## config.mk

```make
export PLATFORM = sky130hd
export DESIGN_NAME = execute_cc_pipe_reg
export DESIGN_NICKNAME = d
export VERILOG_FILES = /design/src/rtl/y86_pkg.sv /design/src/rtl/cond_eval.sv /design/src/rtl/execute_cc_pipe_reg.sv
export SDC_FILE = /design/constraint.sdc
export NUM_CORES = 1
export LEC_CHECK = 0
export ABC_CLOCK_PERIOD_IN_PS = 3400
export CAP_MARGIN = 20
export CORE_MARGIN = 2
export CORE_UTILIZATION = 44
export DETAILED_ROUTE_END_ITERATION = 6
export PLACE_DENSITY = 0.86
export SYNTH_ARGS = -nofsm -noshare
export SYNTH_HDL_FRONTEND = slang
export SYNTH_SLANG_ARGS = --single-unit
```

## constraint.sdc

```tcl
create_clock -name clk -period 3.4 [get_ports clk]
set_input_delay 0.68 -clock clk [delete_from_list [all_inputs] [get_ports clk]]
set_output_delay 0.68 -clock clk [all_outputs]
set_load 0.005 [all_outputs]
```

## src/rtl/y86_pkg.sv

```systemverilog
// Shared Y86 encodings used by the Execute stage.
package y86_pkg;

    localparam int unsigned ICODE_W = 4;
    localparam int unsigned IFUN_W  = 4;
    localparam int unsigned STAT_W  = 3;
    localparam int unsigned REG_W   = 4;
    localparam int unsigned CC_W    = 3;

    // Instruction codes handled here
    localparam logic [ICODE_W-1:0] I_NOP  = 4'h1;
    localparam logic [ICODE_W-1:0] I_CMOV = 4'h2;
    localparam logic [ICODE_W-1:0] I_OPQ  = 4'h6;
    localparam logic [ICODE_W-1:0] I_JXX  = 4'h7;

    // Status codes
    localparam logic [STAT_W-1:0] S_AOK = 3'd1;
    localparam logic [STAT_W-1:0] S_HLT = 3'd2;
    localparam logic [STAT_W-1:0] S_ADR = 3'd3;
    localparam logic [STAT_W-1:0] S_INS = 3'd4;

    localparam logic [REG_W-1:0] RNONE = 4'hF;

    // Condition-code bit positions in {OF,SF,ZF}
    localparam int unsigned CC_ZF = 0;
    localparam int unsigned CC_SF = 1;
    localparam int unsigned CC_OF = 2;

    // Condition selects for jXX / cmovXX
    localparam logic [IFUN_W-1:0] C_ALWAYS = 4'd0;
    localparam logic [IFUN_W-1:0] C_LE     = 4'd1;
    localparam logic [IFUN_W-1:0] C_L      = 4'd2;
    localparam logic [IFUN_W-1:0] C_E      = 4'd3;
    localparam logic [IFUN_W-1:0] C_NE     = 4'd4;
    localparam logic [IFUN_W-1:0] C_GE     = 4'd5;
    localparam logic [IFUN_W-1:0] C_G      = 4'd6;

    // Narrow control fields of the Execute->Memory register
    typedef struct packed {
        logic [ICODE_W-1:0] icode;
        logic               cnd;
        logic [STAT_W-1:0]  stat;
        logic [REG_W-1:0]   dst_e;
        logic [REG_W-1:0]   dst_m;
        logic               valid;
    } m_ctl_t;

    localparam m_ctl_t M_CTL_BUBBLE = '{
        icode: I_NOP,
        cnd:   1'b0,
        stat:  S_AOK,
        dst_e: RNONE,
        dst_m: RNONE,
        valid: 1'b0
    };

endpackage

```

## src/rtl/cond_eval.sv

```systemverilog
// Branch / conditional-move condition from the condition codes.
module cond_eval
    import y86_pkg::*;
(
    input  logic [CC_W-1:0]   cc,
    input  logic [IFUN_W-1:0] ifun,
    output logic              cnd
);

    logic lt;
    logic zf;

    assign lt = cc[CC_SF] ^ cc[CC_OF];
    assign zf = cc[CC_ZF];

    // Decode the condition select; unused selects never fire
    always_comb begin
        cnd = 1'b0;
        case (ifun)
            C_ALWAYS: cnd = 1'b1;
            C_LE:     cnd = lt | zf;
            C_L:      cnd = lt;
            C_E:      cnd = zf;
            C_NE:     cnd = ~zf;
            C_GE:     cnd = ~lt;
            C_G:      cnd = ~lt & ~zf;
            default:  cnd = 1'b0;
        endcase
    end

endmodule

```

## src/rtl/execute_cc_pipe_reg.sv

```systemverilog
// Condition-code register, condition evaluation and Execute->Memory register.
module execute_cc_pipe_reg
    import y86_pkg::*;
#(
    parameter int unsigned     W      = 64,
    parameter logic [CC_W-1:0] CC_RST = 3'b001
) (
    input  logic               clk,
    input  logic               rst_n,
    input  logic [ICODE_W-1:0] e_icode,
    input  logic [IFUN_W-1:0]  e_ifun,
    input  logic [STAT_W-1:0]  e_stat,
    input  logic [W-1:0]       e_valE,
    input  logic [CC_W-1:0]    e_cf,
    input  logic [W-1:0]       e_valA,
    input  logic [REG_W-1:0]   e_dstE,
    input  logic [REG_W-1:0]   e_dstM,
    input  logic               e_stall,
    input  logic               m_bubble,
    input  logic               m_exc,
    input  logic               w_exc,
    output logic               e_cnd,
    output logic [CC_W-1:0]    cc_q,
    output logic [ICODE_W-1:0] M_icode,
    output logic               M_cnd,
    output logic [STAT_W-1:0]  M_stat,
    output logic [W-1:0]       M_valE,
    output logic [W-1:0]       M_valA,
    output logic [REG_W-1:0]   M_dstE,
    output logic [REG_W-1:0]   M_dstM,
    output logic               M_valid
);

    logic   set_cc_c;
    m_ctl_t m_ctl_q;
    m_ctl_t m_ctl_d;
    logic [W-1:0] m_val_e_q;
    logic [W-1:0] m_val_e_d;
    logic [W-1:0] m_val_a_q;
    logic [W-1:0] m_val_a_d;

    cond_eval u_cond_eval (
        .cc   (cc_q),
        .ifun (e_ifun),
        .cnd  (e_cnd)
    );

    // Only a clean, unstalled OPq with no older exception may write CC
    assign set_cc_c = (e_icode == I_OPQ) && (e_stat == S_AOK)
                      && !m_exc && !w_exc && !e_stall;

    // Condition-code register
    always_ff @(posedge clk or negedge rst_n) begin
        if (!rst_n) begin
            cc_q <= CC_RST;
        end else if (set_cc_c) begin
            cc_q <= e_cf;
        end
    end

    // Next M contents: stall holds, bubble clears, otherwise capture Execute
    always_comb begin
        m_ctl_d   = m_ctl_q;
        m_val_e_d = m_val_e_q;
        m_val_a_d = m_val_a_q;
        if (e_stall) begin
            m_ctl_d   = m_ctl_q;
        end else if (m_bubble) begin
            m_ctl_d   = M_CTL_BUBBLE;
            m_val_e_d = '0;
            m_val_a_d = '0;
        end else begin
            m_ctl_d.icode = e_icode;
            m_ctl_d.cnd   = e_cnd;
            m_ctl_d.stat  = e_stat;
            m_ctl_d.dst_e = ((e_icode == I_CMOV) && !e_cnd) ? RNONE : e_dstE;
            m_ctl_d.dst_m = e_dstM;
            m_ctl_d.valid = 1'b1;
            m_val_e_d     = e_valE;
            m_val_a_d     = e_valA;
        end
    end

    // Execute->Memory pipeline register
    always_ff @(posedge clk or negedge rst_n) begin
        if (!rst_n) begin
            m_ctl_q   <= M_CTL_BUBBLE;
            m_val_e_q <= '0;
            m_val_a_q <= '0;
        end else begin
            m_ctl_q   <= m_ctl_d;
            m_val_e_q <= m_val_e_d;
            m_val_a_q <= m_val_a_d;
        end
    end

    assign M_icode = m_ctl_q.icode;
    assign M_cnd   = m_ctl_q.cnd;
    assign M_stat  = m_ctl_q.stat;
    assign M_dstE  = m_ctl_q.dst_e;
    assign M_dstM  = m_ctl_q.dst_m;
    assign M_valid = m_ctl_q.valid;
    assign M_valE  = m_val_e_q;
    assign M_valA  = m_val_a_q;

endmodule

```

==> impl_results.md <==
* CTS Buf Count at 17
* Max Clk Rate at between 300 and 400 MHz
* Grt peak-use layer: met2
* Warnings, synthesis at 0
* Tcrit/Tclk final at 0.913
* Footprint of the multi-input gates at ~2300 sq um
* DP HPWL at 12,100 um
* Pin count of the biggest net entering global routing at approximately 200
* Clock skew at approximately 6.3 ps
* Layout fillers at 1,026
* FP Rows at 43
* Hold Buf Count CTS at 0
* Met3 usage at 0.0932
* Setup repair bufs after CTS at 0
* Initial antenna violation count at 0
* WL/cell at approximately 16 um
* Max_cap viols at 0
* Initial Utilization at 0.449
* Psw at 1.06 mW
* #FFs+latches synth at ~150
* CP Capture Type: output pin
* Worst-Margin Slew at 779 ps
* Die width at around 120 um
* Met1 Track Usage GR at 0.269
* Buffers on Ports at between 300 and 400
* Final core utilization at 0.724
* GRT Resource Usage Total at 0.230
* RSZ-0062 raised after global routing: no
* Level count of the clock H-tree at 4
* Worst stage delay on the critical path at around 540 ps
* Synthesized cell area at 6230 sq um
* Post-synthesis sequential area ratio at 0.596
* Register Area at roughly 3700 sq um
* Root buf cell: clkbuf_16
* PostCTS Resize Cnt at 0
* Drt total wl at about 18,000 um
* Layout cells sized above 1 at 0.0577
* First-pass GRT wire length at 26,700 um
* Min Tclk post-route at between 3000 and 4000 ps
* Clk sinks at ~150
* Initial DRT Pass Iterations at 4
* Area Overhead vs Synth at 61.3%
* DR iter-0 viols at between 200 and 300
* Met2 GRT Util at 0.392
* Critical path launch point type: primary input
* Synth area leaders: dfrtp_1 (55%), nand2b_1 (13%), o21ai_0 (11%)
* Clk pwr share at 0.437
* Final weighted congestion in routability-driven placement at slightly below 0.8
* Buf+Inv Stages, Crit Path at 2
* Total power divided by cell area at 486 nW/um^2
* Pre-CTS WS at 309 ps
* Final WS setup at between 200 and 300 ps
* Final ANT Viol Nets at 0
* Maximum clock path buffer count at 2
* Pins Over Slew Limit at 0
* Congestion Overflow GR at 0
* Diode count at 0
* Yosys top cell by area: dfrtp_1
* Most common cell after layout, fill and taps aside: clkdlybuf4s50_1
* Kind of critical path: primary input to output pin
* Most frequent cells in the layout: clkdlybuf4s50_1 (301), nand2_1 (138), dfrtp_1 (137), o21ai_0 (137), nand2b_1 (132)
* Most frequent cell on the critical path: clkdlybuf4s50_1
* Chip Height at about 120 um
* Status: completed
* Max FO, Critical Path at 4
* Synthesized net count at 800
* Final setup TNS at 0 ps
* DRC at 0
* Sequential share of power at 0.406
* Mean Syn Cell Area at 9.68 sq um
* Die ar. at between 15,000 and 20,000 sq um
* Logic pwr share at 0.157
* Worst min path class: primary input to async pin
* Max-Slew Margin vs Limit at 0.480
* Final setup vio count at 0
* Vias per cell at between 4 and 5
* Fin nets at approximately 1,100
* CP top delay family: buffers and inverters
* CP max-delay cell: clkdlybuf4s50_1
* Crit path DAT at between 2000 and 2500 ps
* Peak VDD IR at roughly 0.31 mV
* Synth top area share at 0.550
* Pint at about 3.8 mW
* Worst path cell trace: clkdlybuf4s50_1, nand2b_1, a211oi_1, or3_1, nor2_1, clkdlybuf4s50_1
* Mapped Cells at between 600 and 700
* Net Sw Frac at 0.218
* CTS tree: built
* CTS clk-pin slew, worst paths at ~60 ps
* I/O pins at between 300 and 400
* Post-synthesis cell type count at 28
* Core ar. at 13,900 sq um
* Layout Cells excl Fill at approximately 1,100
* DR vias at approximately 5,500
* Critical Path RT at roughly 2700 ps
* Endpoints failing hold at 0
* Vias in the first global route at about 5,200
* Cells after DPL at 1,084
* Leak at around 4.2 nW
* Clock latency on the worst-skew pair at ~410 ps
==> layer usage <==
metal / wire, um / share of wire
met1: 6940 / 0.39
met2: 8830 / 0.50
met3: 1900 / 0.11
met4: 150 / 0.0084
met5: 0 / 0
==> power groups by stage <==
stage	Combinational (mW)	Clock (mW)	Sequential [mW]
after floorplan	0.200	0	2.02
after global placement	0.759	0	2.00
after detailed placement	0.772	0	2.01
after CTS	0.777	2.17	1.98
after global routing	0.839	2.24	2.00
final	0.765	2.13	1.98
==> cell usage after synthesis <==
master      n
dfstp_2    11
mux2_4      3
o41ai_1     1
buf_6       1
o31a_1      1
o21ai_0   137
a21o_1      1
a22o_1      2
or4b_4      1
nor2_1      9
nand4b_1    1
o41ai_2     1
nand2b_1  132
a211oi_1    1
nor2b_1     4
o21a_1      1
dfrtp_1   137
nor3_1      4
clkbuf_1   47
mux2_2      1
or2b_1      1
or3_1       1
inv_1       1
xor2_1      1
a21oi_1     4
nor4b_1     1
nor4_2      1
nand2_1   138
==> flip-flops by register name (all words and copies together), names as in the netlist <==
register  count
M_valA       64
cc_q          3
M_dstE        4
M_cnd         1
M_dstM        4
M_stat        3
M_valid       1
M_valE       64
M_icode       4
==> logic make-up after synthesis <==
logic type,after synthesis,synth area share
AO/OA/AOI/OAI,149,0.125
XOR/XNOR,1,0.00141
buffers and inverters,49,0.0307
flip-flops,148,0.596
multiplexers,4,0.00903
AND/OR/NAND/NOR,293,0.237
==> path summary, 6_finish.rpt <==
kind,end,slack [ps],from,cells past startpoint
worst max-delay path,e_cnd,300,e_ifun[0],6
worst min-delay path,M_valE[49],330,rst_n,1
worst max register to register,M_dstE[1],1800,cc_q[0],4
worst min register to register,M_valE[49],480,M_valE[49],2
max in group asynchronous,M_dstE[1],2160,rst_n,2
min in group clk,M_valE[49],480,M_valE[49],2
==> cell type report <==
class / count / area share
Tap cell: 180 / 0.0224
Inverter: 1 / 0.000373
Clock inverter: 9 / 0.0197
Multi-Input combinational cell: 447 / 0.231
Clock buffer: 23 / 0.0475
Sequential cell: 148 / 0.370
Timing Repair Buffer: 308 / 0.309
==> metrics by stage <==
stage | power [mW] | hold WS (ps) | cell area (sq um)
6_report | 4.88 | 333 | 10100
3_5_place_dp | 2.78 | 469 | 9380
4_1_cts | 4.93 | 351 | 10100
3_3_place_gp | 2.76 | 463 | 9380
5_1_grt | 5.08 | 384 | 10100
2_1_floorplan | 2.22 | 384 | 6230
==> worst register-to-register path, delay by kind of cell (launching register included) <==
family | cells | cell delay [ps]
flip-flops | 1 | 390
AO/OA/AOI/OAI | 3 | 850
multiplexers | 1 | 250
(Power assumes the default switching activity.)
==> variant (same settings) <==
Reset style: synchronous (`rst_n`), changed in 2 clocked blocks.
--- a/src/rtl/execute_cc_pipe_reg.sv
+++ b/src/rtl/execute_cc_pipe_reg.sv
@@ -52,3 +52,3 @@
     // Condition-code register
-    always_ff @(posedge clk or negedge rst_n) begin
+    always_ff @(posedge clk) begin
         if (!rst_n) begin
@@ -84,3 +84,3 @@
     // Execute->Memory pipeline register
-    always_ff @(posedge clk or negedge rst_n) begin
+    always_ff @(posedge clk) begin
         if (!rst_n) begin
Function: differs if rst_n is asserted again (counterexample within 4 cycles, from zero or initial values and one cycle with rst_n low); with rst_n held inactive, the same outputs for 4 cycles.
==> variant against the original RTL <==
- first-iteration DRC count increased by 34%
- sequential cell count stayed put
- non-clock buffer count up 4
- power down 15%
- critical endpoint unchanged
- die area decreased by 14%
- final area fell by 11%
- wire length fell by 5.6%
- critical path depth is the same
- combinational power shrank 29%
- largest cell class is now non-clock buffers
- hold slack improved by 0.14 ns
- worst setup slack worse by 0.14 ns
- synthesized area down 15%
==> variant: results (changes against the original RTL) <==
status completed (unchanged); Final Net Count 956 (was 1079); clock skew 0.00598 ns (was 0.00631 ns); fmax 308 MHz (was 322 MHz); post-CTS sizing 0 (unchanged); Iteration-0 DRC Markers 340 (was 254); Reg-to-Reg Start cc_q[1] (was cc_q[0]); worst hold path class reg2reg (was in2async); met3 Resource Use GR 8.34% (was 9.32%); Synth Area in Compound Gates 21.2% (was 12.5%); async set-reset flop share out of synthesis 0% (was 100%); Post-Synth XOR/XNOR Area 0.165% (was 0.141%); Worst path top cell family by delay buffers and inverters (unchanged); Final HPWL DP 11.9 mm (was 12.1 mm); Placed Instance Area 0.00843 mm^2 (was 0.00938 mm^2); critical-path maximum fanout 4 (unchanged); antenna violations before repair 0 (unchanged); share of cells above drive strength 1 5.78% (was 5.77%); R2R depth 6 (was 4); peak supply drop 0.330 mV (was 0.313 mV); DR WL/cell 17.5 um (was 16.0 um); routed wl met2 8.77 mm (was 8.83 mm); RePlAce Congestion 0.857 (was 0.786); WL final 16.8 mm (was 17.8 mm); Top Metal Used met4 (unchanged); worst r2r dst M_dstE[0] (was M_dstE[1]); crit path launch e_ifun[0] (unchanged); Fill cells 815 (was 1026); Setup WS pre-CTS 0.153 ns (was 0.309 ns); wl on met1 6.15 mm (was 6.94 mm); routed vias/inst 5.25 (was 4.89); Detailed Routing Iterations Pass 1 5 (was 4); mux contribution to synthesized area 0.565% (was 0.903%); largest net degree at the start of global routing 95 (was 203); All-Layer GR Usage 25.5% (was 23.0%); placed cells 928 (was 1084); met2 usage 45.3% (was 39.2%); Slew HR 40.7% (was 48.0%); syn nets 672 (was 800); Post-Synthesis Cells 516 (was 644); crit path max-delay cell type or4_1 (was clkdlybuf4s50_1); Pleak 3.21 nW (was 4.21 nW); Post-synth top cells dfxtp_1 (148), nor2b_1 (137), a22oi_1 (133), clkbuf_1 (38), nand2_1 (9) (was nand2_1 (138), dfrtp_1 (137), o21ai_0 (137), nand2b_1 (132), clkbuf_1 (47)); met3 WL 1.32 mm (was 1.90 mm); unique cell type count in the Yosys netlist 28 (unchanged); sequential cell area fraction in the yosys report 55.8% (was 59.6%); ant diodes 0 (unchanged); crit path DAT 2.56 ns (was 2.42 ns); Critical Path Max Stage Delay 0.55 ns; met1 Resource Use GR 26.6% (was 26.9%); prevailing post-synth register cell dfxtp_1 (was dfrtp_1); first-pass GRT wire length 26.0 mm (was 26.7 mm); warnings from Yosys 0 (unchanged); Worst R2R Setup Slack 1.48 ns (was 1.80 ns); vias in the first global route 5179 (was 5158); Area contributors post-synth dfxtp_1 (56%), a22oi_1 (19%), nor2b_1 (16%) (was dfrtp_1 (55%), nand2b_1 (13%), o21ai_0 (11%))
-- variant: cell count changes in the layout (fill, tap and decap cells not counted), moves of 129 or more --
cell      delta
a22oi_1    +133
nand2_1    -129
dfxtp_1    +148
nand2b_1   -132
nor2b_1    +133
dfrtp_1    -137
o21ai_0    -135
-- variant: layout make-up --
| type | count | area, um^2 | area share, % |
|---|---|---|---|
| flip-flops and latches | 148 | 2960 | 32.9 |
| clock inverters | 12 | 113 | 1.25 |
| repair buffers | 312 | 3110 | 34.6 |
| clock buffers | 20 | 447 | 4.97 |
| inverters | 2 | 7.51 | 0.0835 |
| multi-input cells | 319 | 2170 | 24.1 |
| well taps | 147 | 184 | 2.05 |
-- variant: worst min-delay path, cell delays in order (launching register included) --
cell	delay, ns
dfxtp_1	0.30
nand2_1	0.05
a21boi_0	0.07
-- variant: worst min path at each step --
stage             from       to  slack (ns)  depth (start not counted)
2_1_floorplan  M_valid  M_valid        0.47                          2
3_3_place_gp   M_valid  M_valid        0.46                          2
3_5_place_dp   M_valid  M_valid        0.47                          2
4_1_cts        M_valid  M_valid        0.48                          2
5_1_grt        M_valid  M_valid        0.51                          2
6_report       M_valid  M_valid        0.48                          2
-- variant: cells by family after synthesis --
| family | after synthesis |
|---|---|
| buffers and inverters | 49 |
| XOR/XNOR | 1 |
| AO/OA/AOI/OAI | 150 |
| AND/OR/NAND/NOR | 165 |
| flip-flops | 148 |
| multiplexers | 3 |
-- variant: power breakdown --
part | total [mW] | leakage, nW | internal, mW | switching, mW
Clock | 1.76 | 0.283 | 1.09 | 0.678
Combinational | 0.544 | 1.72 | 0.351 | 0.193
Sequential | 1.84 | 1.21 | 1.80 | 0.0349
Total | 4.14 | 3.21 | 3.24 | 0.906
